--- config.mk ---
export PLATFORM = sky130hd
export DESIGN_NAME = decim_serializer
export DESIGN_NICKNAME = d
export VERILOG_FILES = /design/src/rtl/decim_serializer.sv
export SDC_FILE = /design/constraint.sdc
export NUM_CORES = 1
export LEC_CHECK = 0
export ABC_CLOCK_PERIOD_IN_PS = 3970
export BUFFER_PORTS_ARGS = -buffer_cell sky130_fd_sc_hd__buf_2
export CAP_MARGIN = 10
export CORE_ASPECT_RATIO = 1.2
export CORE_MARGIN = 4
export CORE_UTILIZATION = 30
export DETAILED_ROUTE_END_ITERATION = 6
export PLACE_DENSITY = 0.43
export SETUP_SLACK_MARGIN = 0.1
export SLEW_MARGIN = 25
export SYNTH_ARGS = -nofsm -noshare
export SYNTH_HDL_FRONTEND = slang
export SYNTH_SLANG_ARGS = --single-unit
--- constraint.sdc ---
create_clock -name clk -period 3.97 [get_ports clk]
set_clock_uncertainty 0.05 [all_clocks]
set_input_delay 0.794 -clock clk [delete_from_list [all_inputs] [get_ports clk]]
set_output_delay 0.794 -clock clk [all_outputs]
set_load 0.005 [all_outputs]
--- src/rtl/decim_serializer.sv ---
// Decimated-word output stage: small FIFO feeding an MSB-first three-wire serial link.
// Optional even-parity bit after the LSB when SER_PARITY_EN is defined.
module decim_serializer #(
    parameter int WIDTH = 16,
    parameter int DEPTH = 4,
    parameter int DIV   = 2
) (
    input  logic                     clk,
    input  logic                     reset,
    input  logic [WIDTH-1:0]         din,
    input  logic                     din_valid,
    input  logic                     clear,
    output logic                     sclk,
    output logic                     sdata,
    output logic                     sframe,
    output logic                     busy,
    output logic                     overflow,
    output logic [$clog2(DEPTH):0]   level
);

    localparam int AW = $clog2(DEPTH);
    localparam int LW = AW + 1;
`ifdef SER_PARITY_EN
    localparam int NBITS = WIDTH + 1;
`else
    localparam int NBITS = WIDTH;
`endif
    localparam int PW = $clog2(2 * DIV) + 1;
    localparam int BW = $clog2(NBITS) + 1;

    localparam logic [PW-1:0] PH_LAST  = PW'(2 * DIV - 1);
    localparam logic [PW-1:0] PH_HALF  = PW'(DIV);
    localparam logic [BW-1:0] BIT_LAST = BW'(NBITS - 1);
    localparam logic [LW-1:0] LVL_FULL = LW'(DEPTH);

    typedef enum logic [1:0] {
        IDLE,
        SHIFT,
        GAP
    } state_t;

    state_t           state, state_n;
    logic [WIDTH-1:0] mem [DEPTH];
    logic [AW-1:0]    rd_ptr, wr_ptr;
    logic [NBITS-1:0] sreg, sreg_n, load_word;
    logic [PW-1:0]    phase, phase_n;
    logic [BW-1:0]    bit_cnt, bit_n;
    logic             pop, push, drop;

    always_comb begin
`ifdef SER_PARITY_EN
        load_word = {mem[rd_ptr], ^mem[rd_ptr]};
`else
        load_word = mem[rd_ptr];
`endif
    end

    // A new frame starts from IDLE or straight out of the last GAP cycle.
    assign pop  = !clear && (level != '0) &&
                  ((state == IDLE) || ((state == GAP) && (phase == PH_LAST)));
    assign push = din_valid && !clear && ((level != LVL_FULL) || pop);
    assign drop = din_valid && !clear && !push;

    always_comb begin
        state_n = state;
        phase_n = phase;
        bit_n   = bit_cnt;
        sreg_n  = sreg;
        if (clear) begin
            state_n = IDLE;
            phase_n = '0;
            bit_n   = '0;
            sreg_n  = '0;
        end else if (pop) begin
            state_n = SHIFT;
            phase_n = '0;
            bit_n   = '0;
            sreg_n  = load_word;
        end else begin
            case (state)
                SHIFT: begin
                    if (phase == PH_LAST) begin
                        phase_n = '0;
                        if (bit_cnt == BIT_LAST) begin
                            state_n = GAP;
                        end else begin
                            bit_n  = bit_cnt + 1'b1;
                            sreg_n = {sreg[NBITS-2:0], 1'b0};
                        end
                    end else begin
                        phase_n = phase + 1'b1;
                    end
                end
                GAP: begin
                    if (phase == PH_LAST) begin
                        phase_n = '0;
                        state_n = IDLE;
                    end else begin
                        phase_n = phase + 1'b1;
                    end
                end
                default: state_n = IDLE;
            endcase
        end
    end

    // Outputs are registered from the next-state values so they align with the state.
    always_ff @(posedge clk or posedge reset) begin
        if (reset) begin
            state   <= IDLE;
            phase   <= '0;
            bit_cnt <= '0;
            sreg    <= '0;
            sclk    <= 1'b0;
            sdata   <= 1'b0;
            sframe  <= 1'b0;
            busy    <= 1'b0;
        end else begin
            state   <= state_n;
            phase   <= phase_n;
            bit_cnt <= bit_n;
            sreg    <= sreg_n;
            sframe  <= (state_n == SHIFT);
            sclk    <= (state_n == SHIFT) && (phase_n >= PH_HALF);
            sdata   <= (state_n == SHIFT) && sreg_n[NBITS-1];
            busy    <= (state_n != IDLE);
        end
    end

    always_ff @(posedge clk or posedge reset) begin
        if (reset) begin
            rd_ptr   <= '0;
            wr_ptr   <= '0;
            level    <= '0;
            overflow <= 1'b0;
        end else if (clear) begin
            rd_ptr   <= '0;
            wr_ptr   <= '0;
            level    <= '0;
            overflow <= 1'b0;
        end else begin
            if (push) wr_ptr <= wr_ptr + 1'b1;
            if (pop)  rd_ptr <= rd_ptr + 1'b1;
            case ({push, pop})
                2'b10:   level <= level + 1'b1;
                2'b01:   level <= level - 1'b1;
                default: level <= level;
            endcase
            if (drop) overflow <= 1'b1;
        end
    end

    always_ff @(posedge clk) begin
        if (push) mem[wr_ptr] <= din;
    end

endmodule

## Word-level counts from Yosys, hierarchy flattened

Memories as Yosys holds them, arrays and structs flattened.
Index checks and enable logic that the tools add are counted.

- Order comparisons: 1
- Mux-type cells: 30
- Add/subtract/negate cells: 6
- Reductions and logical operators: 23
- Eq/ne operators: 9

Operators with widths:

| operator | number |
|---|---|
| $mux W16 | 5 |
| $mux W5 | 5 |
| $mux W2 | 9 |
| $mux W3 | 5 |
| $reduce_bool A3 Y1 | 4 |
| $logic_and A1 B1 Y1 | 8 |
| $reduce_bool A2 Y1 | 4 |
| $add A3 B1 Y3 const B | 2 |
| $eq A2 B1 Y1 const B | 3 |
| $ne A3 B3 Y1 const B | 2 |
| $pmux W3 S2 | 1 |
| $add A5 B1 Y5 const B | 1 |
| $eq A5 B4 Y1 const B | 1 |
| $add A2 B1 Y2 const B | 2 |
| $eq A2 B2 Y1 const B | 2 |
| $mux W1 | 4 |
| $pmux W2 S2 | 1 |
| $eq A3 B2 Y1 const B | 1 |
| $ge A3 B2 Y1 const B | 1 |
| $reduce_and A3 Y1 | 1 |
| $sub A3 B1 Y3 const B | 1 |
| $logic_not A1 Y1 | 2 |
| $logic_not A2 Y1 | 1 |
| $logic_or A1 B1 Y1 | 2 |
| $reduce_or A2 Y1 | 1 |

- Memories kept: 1
- Word-level logic and storage cells: 83
- Bits in registers: 38
- Memory bits (writable): 64
- Input bits: 20
- Output and inout bits: 8

Memory list:

| memory | depth | bits a word | read ports | clocked after memory_dff | write ports | RTL line | RTL |
|---|---|---|---|---|---|---|---|
| mem | 4 | 16 | 1 | 0 | 1 | 43 | `logic [WIDTH-1:0] mem [DEPTH];` |

## Depth between registers and ports, before layout

- Word-level depth: 10
- Gate-level depth with buffers: 10
- Depth with buffers taken out: 9

## Least setup slack after synthesis

OpenSTA, ideal clock, no wires.

- Kind: register to register
- From: register state[0]
- To: register level[2]
- Setup slack: 1436 ps
- Required time: 3795 ps
- Library setup time: 125 ps
- Arrival: 2359 ps
- Cell stages (with the launch flop): 10
- Path through: dfrtp_1 > inv_1 > ha_1 > and3b_1 > buf_2 > o21ai_2 > or3_1 > fa_1 > o31ai_1 > mux2_2

- Word-level cells in the longest chain between the ends: 9
- Elaborated cells between the ends (all ways): 12
- Those cells by class: eq/ne: 3; mux: 2; reduce/logical: 7

RTL lines:

| what | RTL line | RTL |
|---|---|---|
| start, declared | 42 | `state_t state, state_n;` |
| start signal, assigned | 119 | `state <= state_n;` |
| $eq A2 B2 Y1 | 60 | `((state == IDLE) \|\| ((state == GAP) && (phase == PH_LAST)));` |
| $logic_and A1 B1 Y1 | 60 |  |
| $logic_or A1 B1 Y1 * | 60 |  |
| $logic_and A1 B1 Y1 * | 59 | `assign pop = !clear && (level != '0) &&` |
| $logic_or A1 B1 Y1 | 61 | `assign push = din_valid && !clear && ((level != LVL_FULL) \|\| pop);` |
| $logic_and A1 B1 Y1 | 61 |  |
| $eq A2 B1 Y1 / $eq A2 B2 Y1 (equally long branches) | 144 | `case ({push, pop})` |
| $pmux W3 S2 | 144 |  |
| $mux W3 | 136 | `end else if (clear) begin` |
| end signal, assigned | 145 | `2'b10: level <= level + 1'b1;` |
| end signal, assigned | 146 | `2'b01: level <= level - 1'b1;` |
| end signal, assigned | 147 | `default: level <= level;` |
| end, declared | 18 | `output logic [$clog2(DEPTH):0] level` |

Every way passes the cells marked *; elsewhere a longest branch is shown, timed or not.
A chain may end at the register's enable or synchronous reset.

## Worst setup path in the final report

Ends and elaborated chain as after synthesis.

==> flow_metrics.tcl <==
set metrics [dict create \
    power.density_nw_per_um2 600.8 \
    setup_violations 0 \
    fin_setup_tns_ns 0 \
    synthFlopType "edfxtp_1" \
    routedWlPerCell_um 17.01 \
    die_h_um 140.3 \
    synth_cell_types 43 \
    yosysTopAreaCell "edfxtp_1" \
    syn-num-nets 317 \
    clockBufferDepth 2 \
    rsz0062_at_grt "false" \
    synth_edf_count 64 \
    ys_ff_latch 102 \
    final_common_cell "edfxtp_1" \
    min-delay-start "overflow" \
    path_clk_slew_ns 0.07 \
    synth_top_cells_by_area "edfxtp_1 (44%), dfrtp_1 (22%), mux4_2 (8.2%)" \
    regToRegSetupSlack_ns 1.29 \
    critPathTopFamily "simple AND/OR/NAND/NOR gates" \
    synth-xor-area-share 0.01201 \
    die_area_sq_um 16590 \
    cp.required_ns 4.15 \
    wl_um 8473 \
    crit_buf_inv 1 \
    antenna_found_initial 0 \
    hold_path_depth 2 \
    yosysWarnings 0 \
    grt_pass1_wl_um 14050 \
    cap_violations 0 \
    start_util 0.3048 \
    dr.pass1.iters 5 \
    path_class "reg -> reg" \
    drive_above_1_share 0.2236 \
    num_vias 2420 \
    synth_compound_area_frac 0.05891 \
    grt_start_max_net_pins 39 \
    ctsRootBufferMaster "clkbuf_16" \
    worstSetupStartpointType "flop" \
    max_clock_freq_mhz 373.0 \
    remaining_drc_errors 0 \
    synthMuxAreaShare 0.1335 \
    cts_tree "done" \
    gr-usage-all-layers 0.1105 \
    slew_headroom 0.3954 \
    synth_top_family_by_area "multiplexers" \
    dpl.hpwl_um 5209 \
    holdWs_ns 0.4531 \
    finalWorstPathRequiredPeriod_ns 2.681 \
    status "complete, no violations" \
    area_delta_synth_final_pct 14.44 \
    routed_via_density 4.859 \
    grt_pass1_vias 2569 \
    critPathSlowestCell "dfrtp_1" \
    synth_top_cell_area_share 0.4392 \
    ys_seq_area_frac 0.6566 \
    p_leak_nw 1.834 \
    hold_viol 0 \
    clock_sinks 102 \
    crit_path_end_kind "flop" \
    r2r_cells 8 \
    hold_end "overflow" \
    cpPeakStageDelay_ns 0.40 \
    finalNetCount 348 \
    async_flop_share 0.3725 \
    fin_crit_sh 0.6754 \
    drv_slew 0 \
    rows 48 \
    die_w_um 118.2 \
    final_cell_mix "edfxtp_1 (64), dfrtp_1 (38), nor2_1 (37)" \
    ios 28 \
    path_cells "inv_1, ha_1, and3b_1, o21ai_2, or3_1, fa_1, o31ai_1, mux2_2" \
    place_congestion 0.6882 \
    syn_area_sq_um 4375 \
    clk-insertion-delay-late_ns 0.35 \
    r2r_start "state[0]" \
    initialDrtViolationCount 85 \
    holdCritPathClass "reg -> reg" \
    post_cts_buffers 0 \
    port_buffers 27 \
    crit_fanout 8 \
    overflow 0 \
    syn_avg_cell_area_sq_um 15.30 \
    irDropWorstVdd_mv 0.1910 \
    core_area_sq_um 14350 \
    arrival_ns 2.86 \
    drtAntennaViolNets 0 \
    synth-adder-area-share 0.03317 \
    cts_made_buffers 9 \
    cts_hold_buffers 0 \
    synth-simple-area-share 0.07835 \
    r2r-end "level[2]" \
    post_cts_resized 0 \
    htree_levels 3 \
    crit_path_start "state[0]" \
    tightest_slew_ns 0.9068 \
    synthCells 286 \
]
layout make-up:
type	count	area [sq um]
Timing Repair Buffer	35	195.2
Tap cell	175	219.0
Clock inverter	5	65.06
Antenna cell	1	2.502
Inverter	10	37.54
Multi-Input combinational cell	159	1383
Fill cell	1398	9346
Sequential cell	102	2873
Clock buffer	11	232.7
flip-flops by register name (all words and copies together), names as in the netlist, 2 cells and up:
register,cells
phase,3
rd_ptr,2
state,2
sreg,16
bit_cnt,5
level,3
mem,64
wr_ptr,2
Yosys cell counts (4+ instances only):
| library cell | instances |
|---|---|
| a211oi_1 | 14 |
| a21oi_1 | 6 |
| and2_1 | 4 |
| buf_2 | 6 |
| dfrtp_1 | 38 |
| edfxtp_1 | 64 |
| ha_1 | 10 |
| inv_1 | 10 |
| mux2i_1 | 19 |
| mux4_2 | 16 |
| nand2_1 | 8 |
| nand2b_1 | 4 |
| nor2_1 | 37 |
routing by layer:
layer  wire [um]  global-route usage  vias to the layer above
li1            -                   -                     1136
met4         157             0.05185                        0
met2        4266              0.1843                       28
met1        3847              0.1384                     1247
met3         202             0.02221                        9
met5           0                   0                        -
where the power goes:
part | total [mW] | internal [mW] | switching (mW)
combinational | 0.716 | 0.332 | 0.384
sequential | 1.41 | 1.28 | 0.130
clock | 0.887 | 0.497 | 0.390
worst register-to-register path, cell delays in order, from the launching register on:
cell and delay, ns:
dfrtp_1 0.40, inv_1 0.09, ha_1 0.18, and3b_1 0.40, o21ai_2 0.09, or3_1 0.32, fa_1 0.40, o31ai_1 0.29
mux2_2 0.36
worst max path at each step:
stage	end	slack [ns]	cells after the start
floorplan	level[2]	1.44	9
global placement	level[2]	1.34	7
detailed placement	level[2]	1.31	7
CTS	level[2]	1.29	7
global route	level[1]	1.15	8
finish	level[2]	1.29	8
kinds of logic after synthesis:
logic type,after synthesis
flip-flops,102
AO/OA/AOI/OAI,34
adder cells (fa/ha/maj),11
AND/OR/NAND/NOR,70
XOR/XNOR,6
buffers and inverters,25
multiplexers,38
stage by stage:
step,power [mW],instances,worst slack (ns),utilization,area (sq um)
after floorplan,1.966,286,1.436,-,4375
after global placement,2.165,481,1.339,0.3279,4707
after detailed placement,2.170,481,1.310,0.3279,4707
after CTS,3.069,497,1.290,0.3487,5005
after global routing,3.214,497,1.152,0.3487,5005
final,3.009,498,1.289,0.3488,5007
Note: power is estimated with default switching activity, not from simulation.
